$ cat src/rtl/ase_hssi_loopback_emul.sv
// ----------------------------------------------------------------------------
// ase_hssi_loopback_emul
//
// Emulates NUM_CH independent HSSI Ethernet channels for AFU simulation.
// Each channel either loops its AXI-S TX stream back onto its RX stream through
// a small FIFO (LOOP mode) or silently accepts and discards TX traffic (SINK
// mode). Mode changes are only honoured between TX packets so a packet is never
// split across modes. Each channel also provides a hysteretic pause hint and
// saturating counters for looped and dropped packets.
//
// Parameters
//   NUM_CH    number of channels
//   DATA_W    tdata width per channel (tkeep is DATA_W/8)
//   DEPTH     loopback FIFO entries per channel (power of 2, >= 2)
//   PAUSE_HI  occupancy at/above which rx_pause is raised
//   PAUSE_LO  occupancy at/below which rx_pause is dropped
//   CNT_W     statistics counter width
//
// Ports (channel c uses slice c of every vector)
//   clk, rst_n                 clock, asynchronous active-low reset
//   loopback_en                mode request: 1 = loop, 0 = sink
//   tx_tvalid/tready/tdata/tkeep/tlast   AFU -> HSSI stream
//   rx_tvalid/tready/tdata/tkeep/tlast   HSSI -> AFU stream
//   rx_pause                   advisory flow-control hint toward the AFU
//   loop_pkt_cnt               packets delivered on RX (tlast beats popped)
//   drop_pkt_cnt               packets discarded in SINK mode
// ----------------------------------------------------------------------------
module ase_hssi_loopback_emul #(
    parameter int NUM_CH   = 4,
    parameter int DATA_W   = 64,
    parameter int DEPTH    = 16,
    parameter int PAUSE_HI = 12,
    parameter int PAUSE_LO = 4,
    parameter int CNT_W    = 16
) (
    input  logic                           clk,
    input  logic                           rst_n,
    input  logic [NUM_CH-1:0]              loopback_en,

    input  logic [NUM_CH-1:0]              tx_tvalid,
    output logic [NUM_CH-1:0]              tx_tready,
    input  logic [NUM_CH*DATA_W-1:0]       tx_tdata,
    input  logic [NUM_CH*(DATA_W/8)-1:0]   tx_tkeep,
    input  logic [NUM_CH-1:0]              tx_tlast,

    output logic [NUM_CH-1:0]              rx_tvalid,
    input  logic [NUM_CH-1:0]              rx_tready,
    output logic [NUM_CH*DATA_W-1:0]       rx_tdata,
    output logic [NUM_CH*(DATA_W/8)-1:0]   rx_tkeep,
    output logic [NUM_CH-1:0]              rx_tlast,

    output logic [NUM_CH-1:0]              rx_pause,
    output logic [NUM_CH*CNT_W-1:0]        loop_pkt_cnt,
    output logic [NUM_CH*CNT_W-1:0]        drop_pkt_cnt
);

    localparam int KEEP_W = DATA_W / 8;
    localparam int AW     = $clog2(DEPTH);
    localparam int OW     = AW + 1;
    // Stored beat layout: {tlast, tkeep, tdata}
    localparam int BEAT_W = DATA_W + KEEP_W + 1;

    localparam logic [OW-1:0] DEPTH_C    = OW'(DEPTH);
    localparam logic [OW-1:0] PAUSE_HI_C = OW'(PAUSE_HI);
    localparam logic [OW-1:0] PAUSE_LO_C = OW'(PAUSE_LO);

    // Elaboration-time parameter sanity checks
    if (DEPTH < 2 || (DEPTH & (DEPTH - 1)) != 0) begin : gBadDepth
        $error("ase_hssi_loopback_emul: DEPTH must be a power of 2 and >= 2");
    end
    if (PAUSE_LO < 0 || PAUSE_LO >= PAUSE_HI || PAUSE_HI > DEPTH) begin : gBadPause
        $error("ase_hssi_loopback_emul: need 0 <= PAUSE_LO < PAUSE_HI <= DEPTH");
    end

    typedef enum logic {
        SINK = 1'b0,
        LOOP = 1'b1
    } mode_t;

    genvar gi;
    generate
        for (gi = 0; gi < NUM_CH; gi++) begin : gCh
            mode_t             modeReg;
            mode_t             modeNext;
            logic              midPktReg;
            logic              midPktNext;
            logic [AW-1:0]     wrPtrReg;
            logic [AW-1:0]     rdPtrReg;
            logic [OW-1:0]     occReg;
            logic [OW-1:0]     occNext;
            logic              pauseReg;
            logic [CNT_W-1:0]  loopCntReg;
            logic [CNT_W-1:0]  dropCntReg;

            // Loopback storage; read combinationally so a beat written at one
            // edge is visible on RX right after that edge.
            logic [BEAT_W-1:0] fifoMem [DEPTH];

            logic              full;
            logic              empty;
            logic              txReady;
            logic              txAccept;
            logic              push;
            logic              pop;
            logic              sinkLast;
            logic              popLast;
            logic [BEAT_W-1:0] txBeat;
            logic [BEAT_W-1:0] rxBeat;

            assign txBeat = {tx_tlast[gi],
                             tx_tkeep[gi*KEEP_W +: KEEP_W],
                             tx_tdata[gi*DATA_W +: DATA_W]};

            assign full  = (occReg == DEPTH_C);
            assign empty = (occReg == '0);

            // SINK always accepts; LOOP back-pressures only on a full FIFO.
            // Pause never gates tx_tready.
            assign txReady  = (modeReg == SINK) || !full;
            assign txAccept = tx_tvalid[gi] && txReady;
            assign push     = txAccept && (modeReg == LOOP);
            assign sinkLast = txAccept && (modeReg == SINK) && tx_tlast[gi];

            // RX drains in both modes so residue empties after LOOP -> SINK.
            assign rxBeat  = fifoMem[rdPtrReg];
            assign pop     = !empty && rx_tready[gi];
            assign popLast = pop && rxBeat[BEAT_W-1];

            always_comb begin
                occNext = occReg;
                if (push && !pop) begin
                    occNext = occReg + 1'b1;
                end else if (!push && pop) begin
                    occNext = occReg - 1'b1;
                end
            end

            always_comb begin
                midPktNext = midPktReg;
                if (txAccept) begin
                    midPktNext = !tx_tlast[gi];
                end
            end

            // The request is sampled whenever no packet will be open after this
            // edge. This covers idle cycles and the edge accepting a tlast beat,
            // but not the edge accepting a packet's first (non-last) beat, which
            // must be handled entirely by the mode already in force.
            always_comb begin
                modeNext = modeReg;
                if (!midPktNext) begin
                    modeNext = loopback_en[gi] ? LOOP : SINK;
                end
            end

            always_ff @(posedge clk or negedge rst_n) begin
                if (!rst_n) begin
                    modeReg    <= SINK;
                    midPktReg  <= 1'b0;
                    wrPtrReg   <= '0;
                    rdPtrReg   <= '0;
                    occReg     <= '0;
                    pauseReg   <= 1'b0;
                    loopCntReg <= '0;
                    dropCntReg <= '0;
                end else begin
                    modeReg   <= modeNext;
                    midPktReg <= midPktNext;
                    occReg    <= occNext;

                    // Pointers wrap naturally since DEPTH is a power of 2
                    if (push) begin
                        wrPtrReg <= wrPtrReg + 1'b1;
                    end
                    if (pop) begin
                        rdPtrReg <= rdPtrReg + 1'b1;
                    end

                    // Hysteresis on the post-edge occupancy
                    if (occNext >= PAUSE_HI_C) begin
                        pauseReg <= 1'b1;
                    end else if (occNext <= PAUSE_LO_C) begin
                        pauseReg <= 1'b0;
                    end

                    if (popLast && (loopCntReg != '1)) begin
                        loopCntReg <= loopCntReg + 1'b1;
                    end
                    if (sinkLast && (dropCntReg != '1)) begin
                        dropCntReg <= dropCntReg + 1'b1;
                    end
                end
            end

            // Storage has no reset: occupancy and pointers define validity
            always_ff @(posedge clk) begin
                if (push) begin
                    fifoMem[wrPtrReg] <= txBeat;
                end
            end

            assign tx_tready[gi]                   = txReady;
            assign rx_tvalid[gi]                   = !empty;
            assign rx_tdata[gi*DATA_W +: DATA_W]   = rxBeat[DATA_W-1:0];
            assign rx_tkeep[gi*KEEP_W +: KEEP_W]   = rxBeat[DATA_W +: KEEP_W];
            assign rx_tlast[gi]                    = rxBeat[BEAT_W-1];
            assign rx_pause[gi]                    = pauseReg;
            assign loop_pkt_cnt[gi*CNT_W +: CNT_W] = loopCntReg;
            assign drop_pkt_cnt[gi*CNT_W +: CNT_W] = dropCntReg;
        end
    endgenerate

endmodule

$ cat config.mk
export PLATFORM = sky130hd
export DESIGN_NAME = ase_hssi_loopback_emul
export DESIGN_NICKNAME = d
export VERILOG_FILES = /design/src/rtl/ase_hssi_loopback_emul.sv
export SDC_FILE = /design/constraint.sdc
export NUM_CORES = 2
export LEC_CHECK = 0
export CORE_MARGIN = 2
export CORE_UTILIZATION = 56
export DETAILED_ROUTE_END_ITERATION = 10
export GPL_TIMING_DRIVEN = 0
export PLACE_DENSITY = 0.76
export SLEW_MARGIN = 20
export SYNTH_ARGS = -nofsm -noshare
export SYNTH_HDL_FRONTEND = slang
export SYNTH_MEMORY_MAX_BITS = 65536
export SYNTH_SLANG_ARGS = --single-unit
$ cat constraint.sdc
create_clock -name clk -period 12.25 [get_ports clk]
set_clock_uncertainty 0.2 [all_clocks]
set_input_delay 2.45 -clock clk [delete_from_list [all_inputs] [get_ports clk]]
set_output_delay 2.45 -clock clk [all_outputs]
set_load 0.01 [all_outputs]
Yosys cells after proc, flatten, opt, wreduce, memory -nomap -nowiden
Memories as Yosys holds them, arrays and structs flattened.
Cells that the tools add are included.
Widths: inputs -> output; s select.
{ "totals": {"reg_bits": 192, "mem_bits_rw": 4672, "in_bits": 306, "out_inout_bits": 432, "wordCells": 188, "memories": 4} }
{ "op_classes": {"addsub": 24, "order_cmp": 8, "n_eq_ne": 12, "muxes": 32, "n_bitwise": 4, "n_reduce_logical": 72} }
{ "memory_table": {"columns": ["name", "words", "width", "rd", "rd_ports_with_merged_regs", "write_ports", "line", "source"], "rows": [
  ["gCh[0].fifoMem", 16, 73, 1, 0, 1, "97", "logic [BEAT_W-1:0] fifoMem [DEPTH];"],
  ["gCh[1].fifoMem", 16, 73, 1, 0, 1, "97", null],
  ["gCh[2].fifoMem", 16, 73, 1, 0, 1, "97", null],
  ["gCh[3].fifoMem", 16, 73, 1, 0, 1, "97", null]
]} }
{ "op_table": {"columns": ["cell", "count"], "rows": [
  ["$add 16x1->16 const B", 8],
  ["$ne 16x16->1 const B", 8],
  ["$logic_and 1x1->1", 40],
  ["$mux 5", 8],
  ["$add 4x1->4 const B", 8],
  ["$mux 1", 24],
  ["$add 5x1->5 const B", 4],
  ["$eq 5x5->1 const B", 4],
  ["$ge 5x4->1 const B", 4],
  ["$le 5x3->1 const B", 4],
  ["$logic_not 1->1", 20],
  ["$logic_not 5->1", 4],
  ["$sub 5x1->5 const B", 4],
  ["$reduce_bool 2->1", 4],
  ["$logic_or 1x1->1", 4],
  ["$not 1->1", 4]
]} }

Longest topological paths before layout
{ "depth": {"depth_word": 12, "ltp_mapped": 10, "ltp_nobuf": 8} }

Least setup slack after synthesis
No wires, ideal clock.
{ "synth_path": {"kind": "input to register", "from": "input port tx_tvalid[3]", "to": "memory gCh[3].fifoMem[3][0] in the netlist's numbering (enable)", "setup_time_ns": 0.593, "arrival_ns": 8.061, "t_required_ns": 11.457, "slack_ns": 3.396, "cell_stages": 4, "n_path_buf": 0, "path_cell_list": "nand2_1 -> nor2_1 -> nand2_1 -> nor3_1"} }
{ "synth_between": {"elab_chain_len": 4} }
{ "synth_lines": {"columns": ["item", "line", "source"], "rows": [
  ["start: declaration", "40", "input logic [NUM_CH-1:0] tx_tvalid,"],
  ["$logic_and 1x1->1", "120", "assign txAccept = tx_tvalid[gi] && txReady;"],
  ["$logic_and 1x1->1", "121", "assign push = txAccept && (modeReg == LOOP);"],
  ["$mux 1", "197", "if (push) begin"],
  ["$mux 1 (not written as such)", "198", "fifoMem[wrPtrReg] <= txBeat;"],
  ["end: declaration", "97", null]
]} }
No other way between the ends.

Worst setup path after layout
{ "layout_path": {"from": "register gCh[1].rdPtrReg[1]", "to": "output port rx_tkeep[15]"} }
{ "layout_between": {"elab_chain_len": 1} }
{ "layout_lines": {"columns": ["item", "line", "source"], "rows": [
  ["start: declaration", "88", "logic [AW-1:0] rdPtrReg;"],
  ["start signal: assignment", "176", "rdPtrReg <= rdPtrReg + 1'b1;"],
  ["$mem_v2 16x73", null, null],
  ["end: declaration", "49", "output logic [NUM_CH*(DATA_W/8)-1:0] rx_tkeep,"]
]} }
No other way between the ends.

==> impl_metrics.json <==
{
  "grt_max_degree": 89,
  "cts_tree": "built",
  "route.detailed.wl_per_inst_um": 34.99,
  "die-width_um": 578.0,
  "drt_first_pass_iters": 6,
  "ys_ff_latch": 4864,
  "chipHeight_um": 578.0,
  "vias": 90980,
  "power.density_nw_per_um2": 225.1,
  "worstMarginPinSlew_ns": 1.174,
  "hpwl_mm": 289.2,
  "drt_wl_total_mm": 480.7,
  "die-area_um2": 334100,
  "hold_viol": 0,
  "grt_pass1_vias": 93860,
  "fin_tns_setup_ns": 0,
  "postRouteAntennaNets": 0,
  "io_pins": 738,
  "cap_violations": 0,
  "utilization_pct": 66.33,
  "synthFlopType": "edfxtp_1",
  "cp.arrival_ns": 5.53,
  "start_util_pct": 56.31,
  "min_period_over_period_pct": 66.74,
  "finalWeightedCongestion": 0.8390,
  "route.detailed.drc": 0,
  "insertion_delay_ns": 0.98,
  "synth_fp_nets": 7805,
  "ys_async_sr_fraction_pct": 3.947,
  "max_freq_mhz": 122.3,
  "final-setup-viol-count": 0,
  "power_mw": 48.92,
  "cts_sinks": 4864,
  "synth_edf_count": 4672,
  "crit_type": "flip-flop to primary output",
  "synth_cell_type_count": 64,
  "cts_root_buf": "clkbuf_16",
  "rsz0062_at_grt": "false",
  "crit_path_start_kind": "flip-flop",
  "syn-cell-area_um2": 184500,
  "peakVddDrop_mv": 0.1927,
  "post_cts_buffers": 0,
  "vias_per_cell": 6.623,
  "postSynthAreaPerCell_um2": 24.72,
  "critical-path-top-delay-family": "buffers and inverters",
  "min_path_type": "flip-flop to flip-flop",
  "cellLeakagePower_nw": 68.76,
  "crit_buf_inv": 5,
  "grt-ovfl-total": 0,
  "yosys_warnings": 0,
  "cts-resized-gates": 0,
  "cp_cell_sequence": "clkbuf_1 -> clkbuf_1 -> clkbuf_1 -> clkbuf_1 -> mux4_2 -> mux4_2 -> clkdlybuf4s50_1",
  "layout-drive-gt1-share_pct": 27.98,
  "crit_required_ns": 9.60,
  "period_needed_ns": 8.176,
  "final_nets": 9276,
  "path_common_cell": "clkbuf_1",
  "hold_buffers": 0,
  "slowest_delay_ns": 0.83,
  "path_max_fanout": 10,
  "drv_slew": 0,
  "htreeDepth": 5,
  "post-place-ws_ns": 5.065,
  "end_kind": "primary output",
  "cp_slowest_cell": "clkbuf_1",
  "grt_first_pass_wirelength_mm": 681.2,
  "dr.first_iter.drc_count": 11700,
  "grt_use_total_pct": 28.78,
  "port_buffers": 736,
  "max-slew-margin-rel_pct": 21.73,
  "worst_slack_ns": 4.074,
  "clock_path_buffers": 4,
  "yosysSeqAreaShare_pct": 78.64,
  "core_area_um2": 327700,
  "cts_buffers": 460,
  "status": "complete, no violations",
  "antenna_found_initial": 94,
  "fp-row-count": 210,
  "path_clk_slew_ns": 0.06,
  "syn_to_final_growth_pct": 17.79,
  "synthCells": 7463
}
[Yosys cell counts (36+ instances only)]
master	n	area [um2]
nand4_1	55	344.1
edfxtp_1	4672	140300
mux4_2	1454	32750
buf_1	87	326.6
clkbuf_1	183	686.9
nand2_1	113	424.2
nand3_1	54	270.3
xor2_1	37	324.1
xnor2_1	116	1016
inv_1	36	135.1
buf_2	82	410.4
dfrtp_1	192	4805
ha_1	36	450.4
nor2_1	76	285.3
[worst register-to-register path: cells and delay by family (launching register included)]
family | cells | cell delay (ns)
and+or+nand+nor | 4 | 1.79
buffers and inverters | 6 | 1.24
adders and majority gates | 1 | 0.26
DFF | 1 | 0.43
[layer usage]
layer	global-route usage, %	part of all wire, %	vias up	wire length (um)
li1	-	-	35270	-
met1	37.72	35	48430	166600
met2	46.77	50	6151	238300
met3	6.852	11	1051	52800
met4	12.26	4.7	68	22480
met5	0	0.095	-	458
[placed cells by master (no fill, tap or decap), drive strengths merged, types with 47 or more instances in the layout]
cell	n
buf	414
clkbuf	794
clkdlybuf4s50	735
clkinv	209
dfrtp	192
diode	71
edfxtp	4672
inv	47
mux4	1454
nand2	113
nand3	54
nand4	55
nor2	76
xnor2	116
[final cells by class]
| cell class | instances | area [um2] |
|---|---|---|
| diodes | 71 | 177.7 |
| plain buffers | 361 | 1568 |
| clock buffers | 573 | 12160 |
| clock inverters | 275 | 2484 |
| fillers | 19310 | 110300 |
| inverters | 36 | 135.1 |
| multi-input cells | 2202 | 38090 |
| flip-flops and latches | 4864 | 145100 |
| well taps | 4346 | 5438 |
| repair buffers | 1009 | 12190 |
[sequential cells by signal, indices dropped and copies added (netlist names)]
signal          count
gCh.pauseReg        4
gCh.modeReg         4
gCh.rdPtrReg       16
gCh.occReg         20
gCh.dropCntReg     64
gCh.fifoMem      4672
gCh.loopCntReg     64
gCh.midPktReg       4
gCh.wrPtrReg       16
[final timing paths]
check	startpoint	endpoint	slack (ns)	cells past startpoint
min	gCh[1].dropCntReg[15]	gCh[1].dropCntReg[15]	0.30	1
min reg2reg	gCh[1].dropCntReg[15]	gCh[1].dropCntReg[15]	0.30	1
max reg2reg	gCh[3].occReg[0]	gCh[3].fifoMem[3][33]	8.02	11
min in group asynchronous	rst_n	gCh[3].occReg[2]	1.22	1
max	gCh[1].rdPtrReg[1]	rx_tkeep[15]	4.07	7
max in group asynchronous	rst_n	gCh[1].loopCntReg[5]	9.41	3
[power by group]
group | internal, mW | switching, mW
Clock | 7.77 | 6.18
Combinational | 7.39 | 8.09
Sequential | 19.1 | 0.368
Total | 34.3 | 14.6
[kinds of logic (layout without fill, tap and decap cells)]
group	Yosys count	in the layout	share of synthesized area, %
other	0	71	0
AND/OR/NAND/NOR	456	456	1.327
flip-flops	4864	4864	78.64
AO/OA/AOI/OAI	81	81	0.3099
XOR/XNOR	153	153	0.7262
multiplexers	1476	1476	17.87
buffers and inverters	397	2254	0.8815
adder cells (fa/ha/maj)	36	36	0.2441
[metrics by stage]
step / std cells / instance area (um2) / hold WS, ns
after global routing: 13710 / 217300 / 0.3242
after global placement: 12550 / 197300 / 0.2748
after CTS: 13660 / 217000 / 0.3022
after floorplan: 7463 / 184500 / 0.2675
final: 13740 / 217300 / 0.3005
after detailed placement: 12810 / 202400 / 0.2851
Power figures use the tool's default switching activity.
